$ cat src/rtl/hazard_ctrl_if.sv
// Pipeline sequencing bundle between the MIPS datapath and hazard_ctrl.
// The datapath side (master) presents the D/E/M stage hazard information
// and CP0 flush request; the controller side (slave) returns the pipeline
// register enables/clears and the MDU sequencing status.
interface hazard_ctrl_if;
    // D-stage consumer
    logic [4:0]  D_rs;
    logic [4:0]  D_rt;
    logic [1:0]  D_tuse_rs;
    logic [1:0]  D_tuse_rt;
    logic        D_is_md;
    // E-stage producer
    logic [4:0]  E_A3;
    logic [1:0]  E_tnew;
    logic        GRFWE_E;
    // M-stage producer
    logic [4:0]  M_A3;
    logic [1:0]  M_tnew;
    logic        GRFWE_M;
    // MDU issue and CP0 flush
    logic        E_md_start;
    logic        E_md_div;
    logic        exc_req;
    // controller outputs
    logic        pc_en;
    logic        D_en;
    logic        D_clr;
    logic        E_clr;
    logic        M_clr;
    logic        md_busy;
    logic        md_hilo_we;
    logic [15:0] stall_cnt;

    modport master (
        output D_rs, D_rt, D_tuse_rs, D_tuse_rt, D_is_md,
        output E_A3, E_tnew, GRFWE_E,
        output M_A3, M_tnew, GRFWE_M,
        output E_md_start, E_md_div, exc_req,
        input  pc_en, D_en, D_clr, E_clr, M_clr,
        input  md_busy, md_hilo_we, stall_cnt
    );

    modport slave (
        input  D_rs, D_rt, D_tuse_rs, D_tuse_rt, D_is_md,
        input  E_A3, E_tnew, GRFWE_E,
        input  M_A3, M_tnew, GRFWE_M,
        input  E_md_start, E_md_div, exc_req,
        output pc_en, D_en, D_clr, E_clr, M_clr,
        output md_busy, md_hilo_we, stall_cnt
    );
endinterface

$ cat src/rtl/hazard_ctrl.sv
// Pipeline sequencing controller for the 5-stage MIPS core.
// Stalls F/D on Tuse/Tnew data hazards that forwarding cannot cover and on
// MDU instructions that need HI/LO before the multiplier/divider finishes.
// A CP0 exception flush (or reset) overrides every stall.
module hazard_ctrl #(
    parameter int MULT_LAT = 5,
    parameter int DIV_LAT  = 10,
    parameter int CNT_W    = 4
) (
    input  logic         clk,
    input  logic         reset,
    hazard_ctrl_if.slave hz
);
    typedef enum logic {
        MD_IDLE,
        MD_BUSY
    } md_state_t;

    logic [CNT_W-1:0] cnt_q;
    logic [CNT_W-1:0] cnt_d;
    md_state_t        md_state;
    logic [15:0]      stall_cnt_q;

    logic hz_rs;
    logic hz_rt;
    logic md_stall;
    logic flush;
    logic stall;

    // A reader of register src needing it in tuse cycles is blocked by a
    // producer whose result appears only after tnew cycles. $0 never blocks,
    // and tuse=3 (operand unused) can never be below any tnew.
    function automatic logic src_blocked(
        input logic [4:0] src,
        input logic [1:0] tuse,
        input logic       we,
        input logic [4:0] dst,
        input logic [1:0] tnew
    );
        return (src != 5'd0) && we && (dst == src) && (tuse < tnew);
    endfunction

    // Saturating increment so the stall counter parks at all-ones.
    function automatic logic [15:0] sat_inc16(input logic [15:0] v);
        return (v == 16'hFFFF) ? v : v + 16'd1;
    endfunction

    assign md_state = (cnt_q == '0) ? MD_IDLE : MD_BUSY;

    assign hz_rs = src_blocked(hz.D_rs, hz.D_tuse_rs, hz.GRFWE_E, hz.E_A3, hz.E_tnew)
                 | src_blocked(hz.D_rs, hz.D_tuse_rs, hz.GRFWE_M, hz.M_A3, hz.M_tnew);
    assign hz_rt = src_blocked(hz.D_rt, hz.D_tuse_rt, hz.GRFWE_E, hz.E_A3, hz.E_tnew)
                 | src_blocked(hz.D_rt, hz.D_tuse_rt, hz.GRFWE_M, hz.M_A3, hz.M_tnew);

    // Reset looks like a flush to the pipeline: everything cleared, nothing stalled.
    assign flush    = hz.exc_req | reset;
    assign md_stall = hz.D_is_md & (hz.md_busy | hz.E_md_start);
    assign stall    = (hz_rs | hz_rt | md_stall) & ~flush;

    assign hz.pc_en      = ~stall;
    assign hz.D_en       = ~stall;
    assign hz.E_clr      = stall | flush;
    assign hz.D_clr      = flush;
    assign hz.M_clr      = flush;
    assign hz.md_busy    = (md_state == MD_BUSY) & ~reset;
    assign hz.md_hilo_we = (cnt_q == CNT_W'(1)) & ~reset;
    assign hz.stall_cnt  = stall_cnt_q;

    // MDU countdown register; reset drops any in-flight op without a write-back.
    always_ff @(posedge clk) begin
        if (reset) begin
            cnt_q <= '0;
        end else begin
            cnt_q <= cnt_d;
        end
    end

    // MDU next count: issue only from idle and only if the op is not being
    // flushed; once issued the op runs to completion regardless of exc_req.
    always_comb begin
        cnt_d = cnt_q;
        case (md_state)
            MD_IDLE: begin
                if (hz.E_md_start && !hz.exc_req) begin
                    cnt_d = hz.E_md_div ? CNT_W'(DIV_LAT) : CNT_W'(MULT_LAT);
                end
            end
            MD_BUSY: begin
                cnt_d = cnt_q - CNT_W'(1);
            end
            default: cnt_d = '0;
        endcase
    end

    // Performance counter of stalled cycles, saturating at 16'hFFFF.
    always_ff @(posedge clk) begin
        if (reset) begin
            stall_cnt_q <= 16'd0;
        end else if (stall) begin
            stall_cnt_q <= sat_inc16(stall_cnt_q);
        end
    end
endmodule

$ cat src/flat_wrapper.sv
// flat-port wrapper written by rule: the top's interface ports become plain ports
module hazard_ctrl_flat 
#(
    parameter int MULT_LAT = 5,
    parameter int DIV_LAT  = 10,
    parameter int CNT_W    = 4
)
  (clk, reset, hz_D_rs, hz_D_rt, hz_D_tuse_rs, hz_D_tuse_rt, hz_D_is_md, hz_E_A3, hz_E_tnew, hz_GRFWE_E, hz_M_A3, hz_M_tnew, hz_GRFWE_M, hz_E_md_start, hz_E_md_div, hz_exc_req, hz_pc_en, hz_D_en, hz_D_clr, hz_E_clr, hz_M_clr, hz_md_busy, hz_md_hilo_we, hz_stall_cnt);
  hazard_ctrl_if hz_i ();
  input  logic clk;
  input  logic reset;
  input wire logic [$bits(hz_i.D_rs)-1:0] hz_D_rs;
  input wire logic [$bits(hz_i.D_rt)-1:0] hz_D_rt;
  input wire logic [$bits(hz_i.D_tuse_rs)-1:0] hz_D_tuse_rs;
  input wire logic [$bits(hz_i.D_tuse_rt)-1:0] hz_D_tuse_rt;
  input wire logic [$bits(hz_i.D_is_md)-1:0] hz_D_is_md;
  input wire logic [$bits(hz_i.E_A3)-1:0] hz_E_A3;
  input wire logic [$bits(hz_i.E_tnew)-1:0] hz_E_tnew;
  input wire logic [$bits(hz_i.GRFWE_E)-1:0] hz_GRFWE_E;
  input wire logic [$bits(hz_i.M_A3)-1:0] hz_M_A3;
  input wire logic [$bits(hz_i.M_tnew)-1:0] hz_M_tnew;
  input wire logic [$bits(hz_i.GRFWE_M)-1:0] hz_GRFWE_M;
  input wire logic [$bits(hz_i.E_md_start)-1:0] hz_E_md_start;
  input wire logic [$bits(hz_i.E_md_div)-1:0] hz_E_md_div;
  input wire logic [$bits(hz_i.exc_req)-1:0] hz_exc_req;
  output wire logic [$bits(hz_i.pc_en)-1:0] hz_pc_en;
  output wire logic [$bits(hz_i.D_en)-1:0] hz_D_en;
  output wire logic [$bits(hz_i.D_clr)-1:0] hz_D_clr;
  output wire logic [$bits(hz_i.E_clr)-1:0] hz_E_clr;
  output wire logic [$bits(hz_i.M_clr)-1:0] hz_M_clr;
  output wire logic [$bits(hz_i.md_busy)-1:0] hz_md_busy;
  output wire logic [$bits(hz_i.md_hilo_we)-1:0] hz_md_hilo_we;
  output wire logic [$bits(hz_i.stall_cnt)-1:0] hz_stall_cnt;
  assign hz_i.D_rs = hz_D_rs;
  assign hz_i.D_rt = hz_D_rt;
  assign hz_i.D_tuse_rs = hz_D_tuse_rs;
  assign hz_i.D_tuse_rt = hz_D_tuse_rt;
  assign hz_i.D_is_md = hz_D_is_md;
  assign hz_i.E_A3 = hz_E_A3;
  assign hz_i.E_tnew = hz_E_tnew;
  assign hz_i.GRFWE_E = hz_GRFWE_E;
  assign hz_i.M_A3 = hz_M_A3;
  assign hz_i.M_tnew = hz_M_tnew;
  assign hz_i.GRFWE_M = hz_GRFWE_M;
  assign hz_i.E_md_start = hz_E_md_start;
  assign hz_i.E_md_div = hz_E_md_div;
  assign hz_i.exc_req = hz_exc_req;
  assign hz_pc_en = hz_i.pc_en;
  assign hz_D_en = hz_i.D_en;
  assign hz_D_clr = hz_i.D_clr;
  assign hz_E_clr = hz_i.E_clr;
  assign hz_M_clr = hz_i.M_clr;
  assign hz_md_busy = hz_i.md_busy;
  assign hz_md_hilo_we = hz_i.md_hilo_we;
  assign hz_stall_cnt = hz_i.stall_cnt;
  hazard_ctrl #(.MULT_LAT(MULT_LAT), .DIV_LAT(DIV_LAT), .CNT_W(CNT_W)) u_core (.clk(clk), .reset(reset), .hz(hz_i));
endmodule
$ cat config.mk
export PLATFORM = sky130hd
export DESIGN_NAME = hazard_ctrl_flat
export DESIGN_NICKNAME = d
export VERILOG_FILES = /design/src/rtl/hazard_ctrl_if.sv /design/src/rtl/hazard_ctrl.sv /design/src/flat_wrapper.sv
export SDC_FILE = /design/constraint.sdc
export NUM_CORES = 1
export LEC_CHECK = 0
export CAP_MARGIN = 10
export CORE_ASPECT_RATIO = 0.7
export CORE_UTILIZATION = 44
export CTS_CLUSTER_DIAMETER = 50
export DETAILED_ROUTE_END_ITERATION = 8
export GPL_TIMING_DRIVEN = 0
export PLACE_DENSITY = 0.8
export REMOVE_ABC_BUFFERS = 1
export SETUP_SLACK_MARGIN = 0.02
export SYNTH_ARGS = -nofsm -noshare
export SYNTH_HDL_FRONTEND = slang
export SYNTH_SLANG_ARGS = --single-unit
$ cat constraint.sdc
create_clock -name clk -period 3.7 [get_ports clk]
set_input_delay 1.11 -clock clk [delete_from_list [all_inputs] [get_ports clk]]
set_output_delay 1.11 -clock clk [all_outputs]
set_load 0.01 [all_outputs]
After elaboration in Yosys (flattened, before gate mapping)
Index checks and enable logic that the tools add are counted.

Bits in registers: 20. Input port bits: 36. Output and inout port bits: 23.

Bitwise logic cells: 15. Eq/ne operators: 7. $lt $le $gt $ge: 4. $add $sub $neg: 2. Reductions and logical operators: 18. Muxes and demuxes: 4.

Operators with widths (number): 5-bit == test (4); 16-bit by 1-bit adder with 16-bit output (second input constant) (1); 16-bit == test (second input constant) (1); 1-bit logical AND (13); 5-bit nonzero test (2); 2-bit less-than comparator (4); 4-bit two-way mux (2); 4-bit one-hot mux with 2 select lines (1); 1-bit bitwise OR (7); 1-bit AND (4); 4-bit by 1-bit == test with 1-bit output (second input constant) (1); 4-bit logical NOT (1); 1-bit NOT (4); 4-bit by 1-bit subtractor with 4-bit output (second input constant) (1); 2-bit inequality test (second input constant) (1); 2-bit AND reduction (1); 1-bit logical NOT (1); 1-bit two-way mux (1).

Logic depth before layout (Yosys ltp)
Gate-level depths: netlist (run 1).

Word-level depth: 9. Mapped depth: 10. Mapped depth without buffers: 9.

Least setup slack after synthesis (run 1)
No wires, ideal clock.

Kind: input to output. Start point: input hz_M_tnew[1]. End point: output hz_pc_en. Arrival time: 2.409 ns. Path buffers: 1. Slack: 0.181 ns. Stages: 8. Cells stage by stage: inv_1 ha_1 or2b_1 nor4_1 a22oi_1 o21ai_2 o21ai_2 buf_4.

Word-level cells in the longest chain between the ends: 7. Elaborated cells between the ends (all ways): 10. Classes of those cells: order compare (2); bitwise (6); reduce/logical (2).

Ends and longest elaborated chain: start, declared (RTL line flat_wrapper.sv:21) `input wire logic [$bits(hz_i.M_tnew)-1:0] hz_M_tnew;`; 2-bit less-than comparator (RTL line hazard_ctrl.sv:40) `return (src != 5'd0) && we && (dst == src) && (tuse < tnew);`; 1-bit logical AND (RTL line hazard_ctrl.sv:40); 1-bit bitwise OR, on equally long branches (RTL line hazard_ctrl.sv:51, hazard_ctrl.sv:53); 1-bit bitwise OR (*) (2 in a row) (RTL line hazard_ctrl.sv:58) `assign stall = (hz_rs | hz_rt | md_stall) & ~flush;`; 1-bit AND (*) (RTL line hazard_ctrl.sv:58); 1-bit NOT (*); end, declared (RTL line flat_wrapper.sv:26) `output wire logic [$bits(hz_i.pc_en)-1:0] hz_pc_en;`.

Every way passes the cells marked *; elsewhere a longest branch is shown, timed or not.

Worst setup path in the final report (run 1)
Start point: input hz_D_rs[0]. End point: output hz_E_clr.

Word-level cells in the longest chain between the ends: 9. Elaborated cells between the ends (all ways): 14. Classes of those cells: eq/ne (2); bitwise (5); reduce/logical (7).

Ends and longest elaborated chain: start, declared (RTL line flat_wrapper.sv:12) `input wire logic [$bits(hz_i.D_rs)-1:0] hz_D_rs;`; 5-bit nonzero test (RTL line hazard_ctrl.sv:40); 1-bit logical AND (3 in a row) (RTL line hazard_ctrl.sv:40); 1-bit bitwise OR (*) (RTL line hazard_ctrl.sv:51) `| src_blocked(hz.D_rs, hz.D_tuse_rs, hz.GRFWE_M, hz.M_A3, hz.M_tnew);`; 1-bit bitwise OR (*) (2 in a row) (RTL line hazard_ctrl.sv:58); 1-bit AND (*) (RTL line hazard_ctrl.sv:58); 1-bit bitwise OR (*) (RTL line hazard_ctrl.sv:62) `assign hz.E_clr = stall | flush;`; end, declared (RTL line flat_wrapper.sv:29) `output wire logic [$bits(hz_i.E_clr)-1:0] hz_E_clr;`.

Marked as above.

==> impl_metrics.json, run 1 <==
{
  "drtPass1Iterations": 4,
  "via_count": 1597,
  "wire_per_inst_um": 15.6,
  "io_buffers": 58,
  "initial_core_util": 0.470,
  "cap_violations": 0,
  "critical_path_class": "in2out",
  "nNetsFinal": 286,
  "syn_inst": 180,
  "grt_max_degree": 29,
  "cts_hold_buf": 0,
  "dieWidth_um": 72.0,
  "fillers": 234,
  "timing.final.crit_share": 1.00,
  "overflow": 0,
  "place.gp.congestion": 0.987,
  "syn-cell-area_mm2": 0.00151,
  "finalHoldViolCount": 0,
  "utilization": 0.737,
  "synthFlopType": "dfxtp_1",
  "drive_gt1_frac": 0.314,
  "die_height_um": 51.0,
  "slew_viol_final": 0,
  "final.setup_skew_ns": 0.00104,
  "p_total_w": 0.000700,
  "cellLeakagePower_nw": 0.859,
  "core_mm2": 0.00321,
  "tightestPinTransition_ns": 0.704,
  "arrival_ns": 2.59,
  "path_max_fanout": 3,
  "outcome": "finished clean",
  "antenna_found_initial": 0,
  "synth_top_area_share": 0.265,
  "regArea_um2": 400,
  "finalWirelength_um": 4520,
  "die_area_mm2": 0.00367,
  "synth_top_cell_by_area": "dfxtp_1",
  "cts_sinks": 20,
  "clock-root-buffer": "clkbuf_8",
  "min_period_ns": 3.70,
  "grt_pass1_vias": 1449,
  "synth.top_cells.by_count": "20 x dfxtp_1, 18 x xor2_1, 15 x nor2_1",
  "yosysSeqAreaShare": 0.265,
  "rsz0062_at_grt": "yes",
  "num_rows": 17,
  "htree_levels": 1,
  "hold_path.class": "reg2reg",
  "synth.area.top_cells": "dfxtp_1 27%, xor2_1 10%, ha_1 5.8%, or4_1 4.5%, nor2_1 3.7%",
  "yosysUniqueCellTypes": 40,
  "crit_required_ns": 2.59,
  "grt_pass1_wl_um": 7120,
  "power.ir.vdd_worst_mv": 0.236,
  "synth-warning-count": 0,
  "clk_pin_slew_ns": 0.07,
  "grt_usage": 0.259,
  "slew_headroom": 0.531,
  "powerDensity_mw_per_mm2": 296,
  "clockBufferDepth": 2,
  "fin_tns_setup_ns": 0,
  "setup_viol": 0,
  "drc": 0,
  "synthMostInstantiatedCell": "dfxtp_1",
  "drt_iter0_markers": 114,
  "async_reset_ff_frac": 0,
  "place_hpwl_um": 3200,
  "fmax_ghz": 0.270,
  "avgSynthCellArea_um2": 8.38,
  "start_kind": "input pin",
  "postRouteAntennaNets": 0,
  "cts_buffers": 3,
  "multi_input_area_mm2": 0.00126,
  "endpoint_kind": "output pin",
  "ys_seq_elements": 20,
  "cts_tree": "yes",
  "clock_latency_ns": 0.26,
  "area_growth_pct": 57.0,
  "n_antenna_cell": 0,
  "synth_edf_count": 0,
  "ios": 59,
  "holdWs_ns": 0.505,
  "vias_per_cell": 5.53
}
[cells by family (layout without fill, tap and decap cells)]
logic type / Yosys count / after routing / share of synthesized area
and+or+nand+nor: 75 / 75 / 0.306
AOI/OAI and AO/OA: 36 / 36 / 0.152
xor gates and xnor gates: 22 / 22 / 0.128
DFF: 20 / 20 / 0.265
buffers and inverters: 15 / 77 / 0.0547
adders and majority gates: 7 / 7 / 0.0580
muxes: 5 / 5 / 0.0365
[flip-flops by register name (all words and copies together), names as in the netlist]
register	cells
u_core.cnt_q	4
u_core.hz.stall_cnt	16
[metal layers]
| metal | vias up | wire [um] | share of wire | GRT usage |
|---|---|---|---|---|
| met5 | - | 0 | 0 | 0 |
| li1 | 774 | - | - | - |
| met3 | 10 | 217 | 0.048 | 0.0513 |
| met2 | 38 | 1960 | 0.43 | 0.387 |
| met1 | 775 | 2240 | 0.50 | 0.374 |
| met4 | 0 | 97 | 0.021 | 0.0784 |
[through the flow]
stage                     worst slack (ns)  instances  instance area, um2
after global placement               -1.12        279                2100
after detailed placement             -1.17        279                2100
final                             0.000213        289                2370
after CTS                          0.00653        289                2350
after global routing               -0.0421        289                2370
after floorplan                      0.309        174                1460
[report_power, final]
| part | switching, W | internal, W | leakage (nW) |
|---|---|---|---|
| registers | 0.0000245 | 0.000236 | 0.162 |
| logic | 0.000136 | 0.000137 | 0.668 |
| clock network | 0.0000720 | 0.0000948 | 0.0288 |
[layout by cell type, fill, tap and decap left out, types with 4 or more instances in the layout]
master and instances:
nand2b_4 4, o31ai_1 6, nor2_1 14, clkbuf_8 4, nand2_1 7, clkdlybuf4s50_1 25
o21ai_0 8, xnor2_1 4, or4_1 8, dfxtp_1 20, ha_4 4, xor2_1 9
nand3_1 5, buf_4 7, buf_6 4, buf_2 11, xor2_2 9, nand4_1 6
clkbuf_2 4, nor2b_1 6, dlygate4sd2_1 6, inv_1 7, a21oi_1 10
[path summary, 6_finish.rpt]
| path | start | end | slack [ns] | cells after the start |
|---|---|---|---|---|
| worst max-delay path | hz_D_rs[0] | hz_E_clr | 0.0002 | 7 |
| worst max register to register | u_core.cnt_q[1]$_SDFFE_PP0P_ | u_core.hz.stall_cnt[13]$_SDFFE_PP0P_ | 0.97 | 11 |
| worst min-delay path | u_core.hz.stall_cnt[4]$_SDFFE_PP0P_ | u_core.hz.stall_cnt[4]$_SDFFE_PP0P_ | 0.51 | 2 |
| worst min register to register | u_core.hz.stall_cnt[4]$_SDFFE_PP0P_ | u_core.hz.stall_cnt[4]$_SDFFE_PP0P_ | 0.51 | 2 |
[worst max-delay path, stage by stage]
cell     delay [ns]
buf_8          0.11
or4_4          0.53
nor2_4         0.12
o21ai_2        0.08
buf_4          0.15
or3_4          0.35
buf_6          0.13
[layout make-up]
class | instances | area share
Inverter | 9 | 0.0164
Tap cell | 47 | 0.0248
Multi-Input combinational cell | 145 | 0.530
Clock buffer | 4 | 0.0232
Sequential cell | 20 | 0.169
Timing Repair Buffer | 64 | 0.236
[timing repair]
action	4_1_cts	5_1_grt
setup buffers	6	0
resized for setup	130	25
setup endpoints to repair	7	3
gates cloned	0	0
pin swaps	18	11
(Power assumes the default switching activity.)
==> inputs of run 2 (changes only) <==
--- a/config.mk
+++ b/config.mk
@@ -11,7 +11,7 @@
 export CTS_CLUSTER_DIAMETER = 50
 export DETAILED_ROUTE_END_ITERATION = 8
 export GPL_TIMING_DRIVEN = 0
-export PLACE_DENSITY = 0.8
+export PLACE_DENSITY_LB_ADDON = 0.15
 export REMOVE_ABC_BUFFERS = 1
 export SETUP_SLACK_MARGIN = 0.02
 export SYNTH_ARGS = -nofsm -noshare
==> run 2 against run 1 <==
Compared with the run above: design area fell by 0.79%; fmax is 0.74% higher; count of clock-buffer cells in the layout stayed put; die area is the same; clock power about the same; clock skew is 0.0069 ns higher; critical path depth stayed put; via count rose by 1.9%; sequential power about the same; cell count rose by 0.35%.
==> impl_metrics.json, run 2 (synthesized netlist as in run 1, its figures left out) <==
{
  "crit_required_ns": 2.59,
  "vias_per_cell": 5.61,
  "whs_path_depth": 2,
  "drc": 0,
  "ff2ff_setup_slack_ns": 0.95,
  "hold_end": "u_core.hz.stall_cnt[9]$_SDFFE_PP0P_",
  "io_buffers": 58,
  "final.setup_skew_ns": 0.00793,
  "min_period_ns": 3.67,
  "grt_max_degree": 29,
  "die_area_mm2": 0.00367,
  "utilization": 0.732,
  "cts_buffers": 3,
  "drt_iter0_markers": 109,
  "fillers": 230,
  "pwr-share-comb": 0.390,
  "drtPass1Iterations": 4,
  "overflow": 0,
  "slew_viol_final": 0,
  "cap_violations": 0,
  "via_count": 1627,
  "htree_levels": 1,
  "place_hpwl_um": 3400,
  "multi_input_area_mm2": 0.00122,
  "crit_path_start": "hz_D_rs[4]",
  "slew_headroom": 0.544,
  "dieWidth_um": 72.0,
  "nNetsFinal": 287,
  "clkPwrFrac": 0.238,
  "grt_usage": 0.269,
  "met3_usage": 0.0611,
  "critical_path_class": "in2out",
  "powerDensity_mw_per_mm2": 300,
  "tightestPinTransition_ns": 0.684,
  "rsz0062_at_grt": "yes",
  "die_height_um": 51.0,
  "final_cell_mix": "25 x clkdlybuf4s50_1, 20 x dfxtp_1, 14 x nor2_1",
  "regArea_um2": 400,
  "grt_pass1_vias": 1564,
  "initial_core_util": 0.470,
  "timing.final.crit_share": 0.993,
  "rr_worst_depth": 11,
  "reg2reg_from": "u_core.cnt_q[0]$_SDFFE_PP0P_",
  "swShare": 0.338,
  "cellLeakagePower_nw": 0.896,
  "core_mm2": 0.00321,
  "holdWs_ns": 0.514,
  "ios": 59,
  "setup_viol": 0,
  "cts_tree": "yes",
  "p_total_w": 0.000706,
  "grt_pass1_wl_um": 7500,
  "drive_gt1_frac": 0.296,
  "num_rows": 17,
  "clock-root-buffer": "clkbuf_8",
  "gr-usage-met2": 0.461,
  "hold_start": "u_core.hz.stall_cnt[9]$_SDFFE_PP0P_",
  "clk_pin_slew_ns": 0.08,
  "clockBufferDepth": 2,
  "finalHoldViolCount": 0,
  "busiest_layer": "met2",
  "start_kind": "input pin",
  "met1_usage": 0.352,
  "postRouteAntennaNets": 0,
  "final_common_cell": "clkdlybuf4s50_1",
  "p_int_w": 0.000467,
  "endpoint_kind": "output pin",
  "n_antenna_cell": 0,
  "area_growth_pct": 55.7,
  "p_seq_frac": 0.372,
  "fmax_ghz": 0.272,
  "rr_endpoint": "u_core.hz.stall_cnt[1]$_SDFFE_PP0P_",
  "arrival_ns": 2.56,
  "path_max_fanout": 3,
  "outcome": "finished clean",
  "wire_per_inst_um": 16.4,
  "antenna_found_initial": 0,
  "largest_reg_flops": 16,
  "finalWirelength_um": 4750,
  "hold_path.class": "reg2reg",
  "clock_latency_ns": 0.26,
  "power.ir.vdd_worst_mv": 0.201,
  "p_switching_w": 0.000238,
  "place.gp.congestion": 0.871,
  "cts_sinks": 20
}
## run 2: changes by cell type in the layout (fill, tap and decap cells not counted), moves of 2 or more
cell,previous run,this run
buf_8,2,0
ha_4,4,2
o21ai_2,2,4
dlymetal6s2s_1,0,4
buf_2,11,6
o21ai_1,2,0
buf_6,4,6
clkbuf_2,4,6
## run 2: cell type report
class | count | area share
clock buffers | 4 | 0.0234
inverters | 9 | 0.0154
multi-input cells | 145 | 0.518
flip-flops and latches | 20 | 0.170
well taps | 47 | 0.0250
repair buffers | 65 | 0.248
## run 2: how the worst max path moves through the flow
| stage | to | slack [ns] | depth (start not counted) |
|---|---|---|---|
| floorplan | hz_E_clr | 0.31 | 4 |
| global placement | hz_pc_en | -1.23 | 6 |
| detailed placement | hz_pc_en | -1.21 | 6 |
| CTS | hz_D_en | 0.02 | 8 |
| global route | hz_E_clr | -0.03 | 7 |
| finish | hz_E_clr | 0.03 | 7 |
## run 2: repair_timing
item / 4_1_cts / 5_1_grt
resized for setup: 104 / 31
setup endpoints to repair: 7 / 3
hold buffers: 0 / 0
pin swaps: 15 / 14
setup buffers: 6 / 1
## run 2: power groups by stage
| stage | sequential [W] | combinational, W | clock (W) |
|---|---|---|---|
| after global placement | 0.000262 | 0.000228 | 0 |
| after detailed placement | 0.000265 | 0.000243 | 0 |
| after floorplan | 0.000259 | 0.000135 | 0 |
| after global routing | 0.000267 | 0.000303 | 0.000180 |
| final | 0.000262 | 0.000275 | 0.000168 |
| after CTS | 0.000260 | 0.000262 | 0.000170 |
## run 2: per-stage QoR
| step | instances | worst slack, ns | area [um2] | TNS (ns) |
|---|---|---|---|---|
| global route | 290 | -0.0330 | 2350 | -0.0330 |
| global placement | 279 | -1.23 | 2100 | -6.33 |
| CTS | 289 | 0.0209 | 2300 | 0 |
| detailed placement | 279 | -1.21 | 2100 | -7.22 |
| floorplan | 174 | 0.309 | 1460 | 0 |
| finish | 290 | 0.0275 | 2350 | 0 |
## run 2: critical path, stage by stage
cell and delay (ns):
clkdlybuf4s15_1 0.24, xor2_1 0.27, nor4_2 0.09, a22oi_1 0.21
o21ai_2 0.13, or3_4 0.39, buf_6 0.13
## run 2: metal layers
layer  share of wire  vias to the layer above
li1                -                      772
met1            0.42                      788
met2            0.50                       60
met3           0.059                        7
met4           0.012                        0
met5               0                        -
==> inputs of run 3 (changes only) <==
--- a/config.mk
+++ b/config.mk
@@ -7,6 +7,7 @@
 export LEC_CHECK = 0
 export CAP_MARGIN = 10
 export CORE_ASPECT_RATIO = 0.7
+export CORE_MARGIN = 1
 export CORE_UTILIZATION = 44
 export CTS_CLUSTER_DIAMETER = 50
 export DETAILED_ROUTE_END_ITERATION = 8
==> results of run 3 <==
Final layout, timing and power as in run 2 (identical DEF).
